## config.mk

```make
export PLATFORM = sky130hd
export DESIGN_NAME = or1200_wbmux_nch
export DESIGN_NICKNAME = d
export VERILOG_FILES = /design/src/rtl/or1200_wbmux_nch.sv
export SDC_FILE = /design/constraint.sdc
export NUM_CORES = 1
export LEC_CHECK = 0
export ABC_AREA = 0
export CORE_MARGIN = 5
export CORE_UTILIZATION = 35
export DETAILED_ROUTE_END_ITERATION = 10
export HOLD_SLACK_MARGIN = 0.12
export PLACE_DENSITY = 0.78
export SLEW_MARGIN = 20
export SYNTH_ARGS = -nofsm -noshare
export SYNTH_HDL_FRONTEND = slang
export SYNTH_SLANG_ARGS = --single-unit
```

## constraint.sdc

```tcl
create_clock -name clk -period 2.9 [get_ports clk]
set_input_delay 0.435 -clock clk [delete_from_list [all_inputs] [get_ports clk]]
set_output_delay 0.435 -clock clk [all_outputs]
set_load 0.01 [all_outputs]
```

## src/rtl/or1200_wbmux_nch.sv

```systemverilog
// or1200_wbmux_nch: N-source write-back mux; the top channel is an accelerator behind a result FIFO with a stall request.
// Optional OR1200_WBMUX_STALLCNT_EN adds a saturating accelerator stall-cycle counter on acc_stall_cnt.
module or1200_wbmux_nch #(
    parameter int DW        = 32,
    parameter int NSRC      = 8,
    parameter int OPW       = 4,
    parameter int ACC_DEPTH = 2
) (
    input  logic               clk,
    input  logic               rst,
    input  logic               wb_freeze,
    input  logic [OPW-1:0]     rfwb_op,
    input  logic [NSRC*DW-1:0] muxin,
    input  logic               acc_valid,
    input  logic [DW-1:0]      acc_data,
    output logic               acc_ready,
    output logic               acc_stall,
    output logic [DW-1:0]      muxout,
    output logic [DW-1:0]      muxreg,
    output logic               muxreg_valid,
    output logic [15:0]        acc_stall_cnt
);
    localparam int SW      = OPW - 1;
    localparam int ACC_SEL = NSRC - 1;
    localparam int AW      = ACC_DEPTH > 1 ? $clog2(ACC_DEPTH) : 1;

    logic [SW-1:0] w_sel;
    logic          w_we, w_acc_sel, w_empty, w_full, w_consume, w_push, w_pop, w_unused;
    logic [DW-1:0] w_head, w_chan;

    assign w_sel     = rfwb_op[OPW-1:1];
    assign w_we      = rfwb_op[0];
    assign w_acc_sel = w_sel == SW'(ACC_SEL);
    assign w_unused  = ^muxin[ACC_SEL*DW +: DW];

    assign acc_ready = !w_full;
    assign acc_stall = w_we & w_acc_sel & w_empty & !acc_valid;
    assign w_consume = !wb_freeze & w_we & w_acc_sel & !acc_stall;
    // a result consumed straight from acc_data bypasses the empty FIFO
    assign w_push    = acc_valid & acc_ready & !(w_empty & w_consume);
    assign w_pop     = w_consume & !w_empty;

    always_comb begin
        w_chan = '0;
        for (int i = 0; i < ACC_SEL; i++)
            if (w_sel == SW'(i)) w_chan = muxin[i*DW +: DW];
    end

    assign muxout = w_acc_sel ? (!w_empty ? w_head : acc_valid ? acc_data : '0) : w_chan;

    generate
        if (ACC_DEPTH == 1) begin : g_one
            logic          r_vld;
            logic [DW-1:0] r_data;
            always_ff @(posedge clk or posedge rst)
                if (rst) r_vld <= 1'b0;
                else if (w_push | w_pop) r_vld <= w_push;
            always_ff @(posedge clk)
                if (w_push) r_data <= acc_data;
            assign w_empty = !r_vld;
            assign w_full  = r_vld;
            assign w_head  = r_data;
        end else begin : g_ptr
            logic [AW:0]   r_wp, r_rp;
            logic [DW-1:0] r_mem [ACC_DEPTH];
            always_ff @(posedge clk or posedge rst)
                if (rst) begin
                    r_wp <= '0;
                    r_rp <= '0;
                end else begin
                    if (w_push) r_wp <= r_wp + 1'b1;
                    if (w_pop) r_rp <= r_rp + 1'b1;
                end
            always_ff @(posedge clk)
                if (w_push) r_mem[r_wp[AW-1:0]] <= acc_data;
            assign w_empty = r_wp == r_rp;
            assign w_full  = (r_wp[AW] != r_rp[AW]) & (r_wp[AW-1:0] == r_rp[AW-1:0]);
            assign w_head  = r_mem[r_rp[AW-1:0]];
        end
    endgenerate

    always_ff @(posedge clk or posedge rst)
        if (rst) begin
            muxreg       <= '0;
            muxreg_valid <= 1'b0;
        end else if (!wb_freeze) begin
            muxreg       <= muxout;
            muxreg_valid <= w_we & !acc_stall;
        end

`ifdef OR1200_WBMUX_STALLCNT_EN
    logic [15:0] r_stall_cnt;
    always_ff @(posedge clk or posedge rst)
        if (rst) r_stall_cnt <= '0;
        else if (acc_stall && r_stall_cnt != 16'hFFFF) r_stall_cnt <= r_stall_cnt + 16'd1;
    assign acc_stall_cnt = r_stall_cnt;
`else
    assign acc_stall_cnt = 16'h0000;
`endif
endmodule

```

==> impl_table.tex <==
\begin{tabular}{lr}
\hline
Metric & Value \\
\hline
\multicolumn{2}{l}{\textbf{Placement}} \\
Half-perimeter wire length after detailed placement & 19.73 mm \\
Instance area after placement & 10720 um\^{}2 \\
Gpl congestion & 0.8997 \\
Pre-CTS WS & -0.3127 ns \\
Count of buffers from port buffering & 330 \\
\multicolumn{2}{l}{\textbf{Logic synthesis}} \\
Cells taking the most area after synthesis & edfxtp\_1 (29\%), dfrtp\_1 (14\%), mux2\_2 (8.9\%), mux2i\_1 (7.3\%), o221ai\_1 (4.0\%) \\
Commonest register cell after synthesis & edfxtp\_1 \\
Instance count of the mapped netlist & 641 \\
Synthesized-area fraction occupied by and/or/nand/nor cells & 10.57\% \\
Top cells by count, synth & edfxtp\_1 (64), nand2\_1 (62), mux2\_2 (52), mux2i\_1 (48), nor2\_1 (38) \\
Netlist area before placement & 6615 um\^{}2 \\
Synthesized-area fraction occupied by ao, oa, aoi and oai cells & 20.56\% \\
Xor and xnor area share after synthesis & 0.9268\% \\
Netlist cell types & 46 \\
Number of enable-type register cells in the synthesized netlist & 64 \\
Leading area contributor after synthesis & edfxtp\_1 \\
Part of the Yosys area used for sequential elements & 43.05\% \\
Largest family of logic cells by synthesized area & compound AO/OA/AOI/OAI gates \\
Share of cell area taken by muxes after synthesis & 17.48\% \\
Synth async-reset ratio & 36.63\% \\
Adder-Cell Fraction of Synth Area & 0\% \\
Proportion of netlist area held by the largest area contributor & 29.05\% \\
Count of synthesis-stage warnings from yosys & 0 \\
Most frequently used cell type in the post-synthesis netlist & edfxtp\_1 \\
Avg Synthesized Cell Area & 10.32 um\^{}2 \\
Number of flip-flops and latches in the synthesized netlist & 101 \\
\multicolumn{2}{l}{\textbf{Finish}} \\
Synthesis-to-layout area growth & 73.12\% \\
Fill cell count & 1556 \\
Final design instance area without fill & 11450 um\^{}2 \\
Fraction of layout instances using a drive strength above 1 & 20.81\% \\
Final net count & 1348 \\
Antenna diode instance count & 0 \\
\multicolumn{2}{l}{\textbf{STA}} \\
RSZ-0062 raised after global routing & true \\
Worst-Margin Slew & 0.6027 ns \\
Final-report max-slew violation count & 0 \\
Minimum clock period after layout & 3.028 ns \\
Setup Viol. Count Final & 1 \\
Layout Skew & 0.01126 ns \\
Crit share post-route & 104.4\% \\
Min Hold Slack & 0.4879 ns \\
Max transition margin & 59.76\% \\
Final-layout setup total negative slack & -0.1282 ns \\
Total count of hold-check failures in the final report & 0 \\
Worst path setup slack after routing & -0.1282 ns \\
Top achievable clock speed & 0.3302 GHz \\
\multicolumn{2}{l}{\textbf{Power and ir drop}} \\
Worst ir drop on vdd & 0.0004233 V \\
Overall power & 6.148 mW \\
Power density of the placed cells & 536.8 nW/um\^{}2 \\
Leakage power figure & 4.802 nW \\
\multicolumn{2}{l}{\textbf{CTS}} \\
Hold buffer count at cts & 0 \\
Max Buffers Root-to-Sink & 2 \\
Max H-tree Level & 3 \\
Clk Latency, worst-skew pair & 0.34 ns \\
Number of buffers inserted during clock tree synthesis & 9 \\
TritonCTS clock tree & built \\
Root buffer selected by CTS & clkbuf\_16 \\
Clock transition at path regs & 0.07 ns \\
CTS Sinks & 101 \\
\multicolumn{2}{l}{\textbf{Global routing}} \\
Largest net degree at the start of global routing & 38 \\
Via count of the first global-routing pass & 6904 \\
Overall fraction of global-route tracks in use & 22.33\% \\
Number of antenna violations at the first check in global routing & 0 \\
Total grt overflow & 0 \\
First-pass GRT wire length & 38.15 mm \\
\multicolumn{2}{l}{\textbf{Routing}} \\
Number of violations reported at the end of detailed-routing iteration 0 & 458 \\
Antenna violation net count after detailed routing & 0 \\
Average vias per placed instance & 5.336 \\
Total DRC errors in the routed layout & 0 \\
Final wirelength & 25.72 mm \\
Wire length per cell & 19.92 um \\
Total via count after detailed routing & 6889 \\
Drt first pass iters & 8 \\
\multicolumn{2}{l}{\textbf{Run status}} \\
Failing checks & negative setup slack \\
Run status & complete, but fails checks \\
\multicolumn{2}{l}{\textbf{Floorplan}} \\
Starting Density & 35.48\% \\
Std-Cell Rows & 50 \\
Horizontal die dimension & 147.5 um \\
Total die area & 21750 um\^{}2 \\
Die extent in y & 147.5 um \\
Number of ports placed on the die boundary & 379 \\
Core area & 18640 um\^{}2 \\
\multicolumn{2}{l}{\textbf{Worst hold path}} \\
Class of the worst hold path & input pin to async pin \\
\multicolumn{2}{l}{\textbf{Setup path}} \\
Largest driver fanout on the critical path & 11 \\
Signal arrival time at the worst endpoint & 3.24 ns \\
Critical setup path kind & input pin to flip-flop \\
Worst endpoint required time & 3.12 ns \\
Endpoint kind of the worst setup timing path & flip-flop \\
CP startpoint kind & input pin \\
\multicolumn{2}{l}{\textbf{Flow run}} \\
Max cap viols & 0 \\
\hline
\end{tabular}
registers in the layout, summed over array words and instances (netlist names):
register,cells
g_ptr.r_mem,64
g_ptr.r_rp,2
g_ptr.r_wp,2
muxreg,32
muxreg_valid,1
layout make-up:
cell class	instances	area (um^2)	area share, %
timing repair buffer	455	4448	38.84
inverter	36	135.1	1.180
clock buffer	10	229.0	1.999
sequential	101	2853	24.91
clock inverter	6	38.79	0.3387
multi-input combinational	449	3456	30.18
tap	234	292.8	2.557
worst paths after layout:
kind	slack (ns)	cells after the start	from	to
setup / recovery	-0.13	19	rfwb_op[1]	muxreg[6]
hold / removal	0.49	2	rst	muxreg[6]
setup reg to reg	-0.05	16	g_ptr.r_rp[0]	muxreg[6]
hold reg to reg	0.51	2	muxreg_valid	muxreg_valid
max in group asynchronous	1.73	3	rst	muxreg[27]
min in group clk	0.51	2	muxreg_valid	muxreg_valid
through the flow:
stage               utilization (%)  instances
finish                        61.43       1291
global route                  61.43       1291
CTS                           60.46       1281
detailed placement            57.52       1233
global placement              57.52       1233
floorplan                         -        656
report_power, final:
part / total [mW] / internal, mW / switching (mW) / leakage (nW)
Combinational: 2.93 / 1.57 / 1.36 / 3.67
Sequential: 2.11 / 1.96 / 0.156 / 1.00
Clock: 1.11 / 0.582 / 0.528 / 0.130
what timing repair did:
action                     in CTS  in global routing
setup endpoints to repair      33                 22
buffers inserted               32                 10
pin swaps                      16                 17
resized for setup              28                 33
cell families after synthesis:
family                 Yosys count
other                            1
multiplexers                   104
flip-flops                     101
XOR/XNOR                         7
buffers and inverters          106
AND/OR/NAND/NOR                152
AO/OA/AOI/OAI                  170
per-layer routing:
| metal | wire (um) | track usage [%] | vias up | share of wire [%] |
|---|---|---|---|---|
| met5 | 0 | 0 | - | 0 |
| li1 | - | - | 3250 | - |
| met3 | 1946 | 4.997 | 49 | 7.6 |
| met2 | 13050 | 39.42 | 296 | 51 |
| met1 | 10120 | 27.15 | 3294 | 39 |
| met4 | 611 | 7.083 | 0 | 2.4 |
worst max-delay path: stages:
cell,delay [ns]
buf_6,0.10
buf_12,0.15
buf_4,0.13
mux2_2,0.32
a221o_1,0.35
a222oi_1,0.49
buf_4,0.20
buf_4,0.09
buf_4,0.09
buf_4,0.09
buf_4,0.09
buf_4,0.09
buf_4,0.09
buf_4,0.09
buf_4,0.09
buf_4,0.09
buf_4,0.09
buf_4,0.09
a31oi_1,0.08
placed cells by master, fill, tap and decap left out, types with 10 or more instances in the layout:
cell / count
a21o_1: 23
a221o_1: 23
a222oi_1: 23
a31oi_1: 25
buf_12: 14
buf_4: 106
clkdlybuf4s50_1: 299
conb_1: 16
dfrtp_1: 33
dlygate4sd2_1: 10
dlymetal6s2s_1: 16
edfxtp_1: 64
inv_1: 33
mux2_2: 51
mux2i_1: 48
nand2_1: 62
nor2_1: 35
nor2b_1: 25
o221ai_1: 30
Note: power is estimated with default switching activity, not from simulation.
==> edit 1 (config.mk and constraints unchanged) <==
The option `OR1200_WBMUX_STALLCNT_EN` is turned on by a define.
--- a/src/rtl/or1200_wbmux_nch.sv
+++ b/src/rtl/or1200_wbmux_nch.sv
@@ -1,5 +1,7 @@
 // or1200_wbmux_nch: N-source write-back mux; the top channel is an accelerator behind a result FIFO with a stall request.
 // Optional OR1200_WBMUX_STALLCNT_EN adds a saturating accelerator stall-cycle counter on acc_stall_cnt.
+`define OR1200_WBMUX_STALLCNT_EN
+
 module or1200_wbmux_nch #(
     parameter int DW        = 32,
     parameter int NSRC      = 8,
Formal check against the unedited RTL: not equivalent (Yosys sat finds a counterexample within 4 cycles, from zero or initial values and one cycle with rst high).
==> edit 1 against the unedited design <==
- worst setup slack better by 120 ps
- wire length up 35%
- critical endpoint is now muxout[24]
- synthesized area up 18%
- die area up 16%
- power up 38%
- sequential cell count up 16
- sequential share of layout area up 0.19 points
- design area up 13%
- the run still ends with negative setup slack left
- synthesized cell count up 30%
- count of clock-buffer cells in the layout up 10
==> edit 1: results (changes against the unedited design) <==
* Post-DP HPWL at 25.8 mm (was 19.7 mm)
* Worst-Skew Late Latency at 410 ps (was 340 ps)
* Actual slew at the worst max-slew pin at 816 ps (was 603 ps)
* XOR/XNOR Fraction of Synth Area at 2.47% (was 0.927%)
* Drt pass-1 iters at 6 (was 8)
* WL met1 at 14.1 mm (was 10.1 mm)
* Peak VDD IR at 0.612 mV (was 0.423 mV)
* CTS max path bufs at 2 (unchanged)
* CP max FO at 13 (was 11)
* Initial antenna violation count at 9 (was 0)
* Failing checks: negative setup slack (unchanged)
* H-tree depth at 4 (was 3)
* Largest cells by area after synthesis: edfxtp_1, dfrtp_1, a211oi_1 (was edfxtp_1, dfrtp_1, mux2_2)
* Top cells by instance count after synthesis: a211oi_1, nand2_1, o21ai_0 (was edfxtp_1, nand2_1, mux2_2)
* Num CTS Buffers at 17 (was 9)
* Adder-cell area share of the yosys netlist at 0.161% (was 0%)
* Metal2 WL at 16.1 mm (was 13.0 mm)
* Fill cells at 1,781 (was 1,556)
* First-pass GRT wire length at 51.6 mm (was 38.2 mm)
* Detailed-route wire length at 34.7 mm (was 25.7 mm)
* Internal power at 5.37 mW (was 4.11 mW)
* Final WS setup at -12.6 ps (was -128 ps)
* Largest register FFs at 64 (unchanged)
* Syn Area/Cell at 9.32 um^2 (was 10.3 um^2)
* PostCTS Resize Cnt at 38 (was 28)
* Worst EP arrival at 2480 ps (was 3240 ps)
* CP max stage delay at 530 ps (was 490 ps)
* Compound-cell area share of the yosys netlist at 20.6% (about the same)
* Setup bufs post-CTS at 4 (was 32)
* Outcome: finished with violations (unchanged)
* Post-synthesis sequential area ratio at 41.7% (was 43.0%)
* IO Port Bufs at 346 (was 330)
* Sw Ratio at 36.6% (was 33.2%)
* Routed vias/inst at 5.74 (was 5.34)
* Share of flip-flops with an asynchronous set or reset at 45.3% (was 36.6%)
* Largest net degree at the start of global routing at 73 (was 38)
* Global placer's final weighted congestion at 0.966 (was 0.900)
* GRT Total Usage at 25.8% (was 22.3%)
* Seq pwr share at 28.8% (was 34.3%)
* Cells after DPL at 1,446 (was 1,233)
* Final Non-Filler Cells at 1,490 (was 1,291)
* Final setup vio count at 2 (was 1)
* Cell variety after synth at 40 (was 46)
* Initial DRC count at 837 (was 458)
* Clock skew at 7.43 ps (was 11.3 ps)
* Area after DPL at 12,000 um^2 (was 10,700 um^2)
* Leak at 4.95 nW (was 4.80 nW)
* Mux share of post-synthesis cell area at 8.37% (was 17.5%)
* P_clk at 2.06 mW (was 1.11 mW)
* Routed wire length on met3 at 3.56 mm (was 1.95 mm)
* Setup TNS at -15.8 ps (was -128 ps)
* Vias in the first global route at 8,384 (was 6,904)
-- edit 1: cell types whose count changed after synthesis, moves of 32 or more --
cell      change
o21ai_0      +56
nand4b_1     +34
clkbuf_1     +35
a211oi_1     +93
nor4_1       +32
mux2_2       -51
-- edit 1: final timing paths --
| path | slack, ps | end | cells after the start | from |
|---|---|---|---|---|
| min in group clk | 490 | muxreg[0]$_DFFE_PP0N_ | 2 | muxreg[0]$_DFFE_PP0N_ |
| hold / removal | 300 | acc_stall_cnt[7]$_DFFE_PP0P_ | 2 | rst |
| max in group asynchronous | 1930 | muxreg[13]$_DFFE_PP0N_ | 3 | rst |
| hold reg to reg | 490 | muxreg[0]$_DFFE_PP0N_ | 2 | muxreg[0]$_DFFE_PP0N_ |
| setup / recovery | -10 | muxout[24] | 6 | g_ptr.r_rp[0]$_DFFE_PP0P_ |
| setup reg to reg | 660 | g_ptr.r_mem[0][3]$_DFFE_PP_ | 6 | g_ptr.r_wp[1]$_DFFE_PP0N_ |
-- edit 1: routing by layer --
metal,vias up,track usage (%)
met3,71,9.24
met2,483,40.7
met5,-,0
met1,4075,34.0
met4,16,6.24
li1,3915,-
-- edit 1: per-stage QoR --
step | worst slack (ps) | utilization (%)
3_3_place_gp | -153 | 54.9
2_1_floorplan | 313 | -
5_1_grt | -102 | 59.2
6_report | -12.6 | 59.2
4_1_cts | -49.1 | 58.0
3_5_place_dp | -70.7 | 54.9
-- edit 1: layout make-up --
cell class | instances | area (um^2) | share of cell area [%]
Multi-Input combinational cell | 595 | 4370 | 33.7
Tap cell | 280 | 350 | 2.70
Timing Repair Buffer | 429 | 4280 | 33.0
Sequential cell | 117 | 3250 | 25.1
Inverter | 35 | 131 | 1.01
Clock inverter | 12 | 136 | 1.05
Antenna cell | 2 | 5.00 | 0.0386
Clock buffer | 20 | 437 | 3.37
==> edit 2 (same settings) <==
Made on the original files. Set the parameter `DW` to 28 (it was 32).
--- a/src/rtl/or1200_wbmux_nch.sv
+++ b/src/rtl/or1200_wbmux_nch.sv
@@ -1,7 +1,7 @@
 // or1200_wbmux_nch: N-source write-back mux; the top channel is an accelerator behind a result FIFO with a stall request.
 // Optional OR1200_WBMUX_STALLCNT_EN adds a saturating accelerator stall-cycle counter on acc_stall_cnt.
 module or1200_wbmux_nch #(
-    parameter int DW        = 32,
+    parameter int DW        = 28,
     parameter int NSRC      = 8,
     parameter int OPW       = 4,
     parameter int ACC_DEPTH = 2
Interface: changed (resized acc_data, muxin, muxout and muxreg); port bits go from 379 to 335. No check against the original RTL was run, so the function may have changed too.
==> edit 2 against the unedited design <==
- count of clock-buffer cells in the layout is the same
- worst hold slack gained 21 ps
- wire length shrank 11%
- core utilization shrank 2.5 points
- sequential power shrank 13%
- design area shrank 12%
- sequential cell count shrank 12
- power shrank 12%
- synthesized area shrank 8.5%
- final cell count shrank 9.8%
- worst setup slack gained 210 ps
- synthesized cell count shrank 8.4%
- first-iteration DRC count grew 10%
- register-to-register slack gained 340 ps
- highest routed layer unchanged
==> edit 2: results (changes against the unedited design) <==
* Cell variety after synth at 47 (was 46)
* Reg2Reg Depth at 14 (was 16)
* Share of flip-flops with an asynchronous set or reset at 37.1% (was 36.6%)
* Clock skew at 4.31 ps (was 11.3 ps)
* Global placer's final weighted congestion at 0.845 (was 0.900)
* Fin nets at 1,195 (was 1,348)
* Reg-to-reg setup timing slack at 290 ps (was -50 ps)
* Clock share of power at 20.3% (was 18.1%)
* Initial DRC count at 506 (was 458)
* Actual slew at the worst max-slew pin at 813 ps (was 603 ps)
* Hold WC Path Type: reg -> reg (was in -> async)
* Hold EP: muxreg_valid$_DFFE_PP0N_
* Reg2reg end: muxreg[4]$_DFFE_PP0N_ (was muxreg[6]$_DFFE_PP0N_)
* Layout cell share with drive strength beyond 1 at 18.5% (was 20.8%)
* Vias in the first global route at 6,323 (was 6,904)
* PostCTS Resize Cnt at 9 (was 28)
* Root Driver: clkbuf_16 (unchanged)
* Post-DP HPWL at 17.6 mm (was 19.7 mm)
* Worst EP arrival at 2390 ps (was 3240 ps)
* WHS at 509 ps (was 488 ps)
* Largest register FFs at 56 (was 64)
* First-pass GRT wire length at 33.8 mm (was 38.2 mm)
* Largest cells by area after synthesis: edfxtp_1, dfrtp_1, mux2i_1 (was edfxtp_1, dfrtp_1, mux2_2)
* Number of synthesized flops with an enable pin at 56 (was 64)
* Routed vias/inst at 5.34 (about the same)
* GRT Total Usage at 21.5% (was 22.3%)
* Logic gate share of total power at 45.7% (was 47.6%)
* Synth-to-Final Area Change at 66.8% (was 73.1%)
* Area after DPL at 9510 um^2 (was 10,700 um^2)
* Largest net degree at the start of global routing at 44 (was 38)
* Fill cells at 1,478 (was 1,556)
* CP max FO at 2 (was 11)
* Num CTS Buffers at 9 (unchanged)
* Drt pass-1 iters at 6 (was 8)
* Peak VDD IR at 0.328 mV (was 0.423 mV)
* Internal power at 3.68 mW (was 4.11 mW)
* Leak at 4.15 nW (was 4.80 nW)
* DR WL/cell at 19.6 um (was 19.9 um)
* Final Total Pwr at 5.43 mW (was 6.15 mW)
* Outcome: finished, final reports clean (was finished with violations)
* Top cells by instance count after synthesis: nand2_1, edfxtp_1, mux2i_1 (was edfxtp_1, nand2_1, mux2_2)
* Pre-CTS setup slack at -130 ps (was -313 ps)
* IO Port Bufs at 290 (was 330)
* Setup bufs post-CTS at 22 (was 32)
* Post-synthesis sequential area ratio at 41.4% (was 43.0%)
* Syn Area/Cell at 10.3 um^2 (about the same)
* Via Count at 6,210 (was 6,889)
* Cells after DPL at 1,121 (was 1,233)
* R2r startpoint: g_ptr.r_rp[1]$_DFFE_PP0P_ (was g_ptr.r_rp[0]$_DFFE_PP0P_)
* Number of routed nets with antenna violations at 0 (unchanged)
## edit 2: changes by cell type after synthesis, sizes merged, moves of 4 or more
cell    before  now
o211ai       4   26
nand3b       3   30
o221ai      30    1
inv         35    8
dfrtp       37   33
edfxtp      64   56
nor3         6   10
mux2        52   42
clkbuf      31   25
## edit 2: kinds of logic after synthesis
group                     Yosys count  share of synthesized area, %
AOI/OAI and AO/OA                 152                          19.2
xor gates and xnor gates            7                          1.14
buffers and inverters              75                          6.74
DFF                                89                          41.4
muxes                              89                          17.0
other                               1                        0.0620
and+or+nand+nor                   174                          14.4
## edit 2: cell type report
| class | count | share of cell area [%] |
|---|---|---|
| clock buffer | 10 | 2.27 |
| clock inverter | 5 | 0.471 |
| inverter | 9 | 0.335 |
| multi-input combinational | 438 | 32.5 |
| sequential | 89 | 24.9 |
| tap | 225 | 2.79 |
| timing repair buffer | 388 | 36.8 |
## edit 2: worst max path at each step
stage,slack (ps),to,cells after the start,start
after floorplan,40,g_ptr.r_mem[0][0]$_DFFE_PP_,6,rfwb_op[1]
after global placement,-70,muxout[12],5,rfwb_op[3]
after detailed placement,-130,muxout[19],6,muxin[131]
after CTS,2,muxout[26],6,muxin[138]
after global routing,-0.3,muxout[5],6,g_ptr.r_rp[0]$_DFFE_PP0P_
final,80,muxout[4],6,muxin[116]
## edit 2: routing by layer
metal  up-vias  share of wire (%)  track usage [%]
met3        29                6.8             4.58
met1      3001                 40             25.8
met4         0                1.7             6.31
met5         -                  0                0
met2       266                 51             38.8
li1       2914                  -                -
## edit 2: critical path, stage by stage
cell	delay, ps
clkdlybuf4s50_1	450
mux2_4	280
a221o_1	350
a222oi_1	440
nand2_1	120
dlygate4sd2_1	310
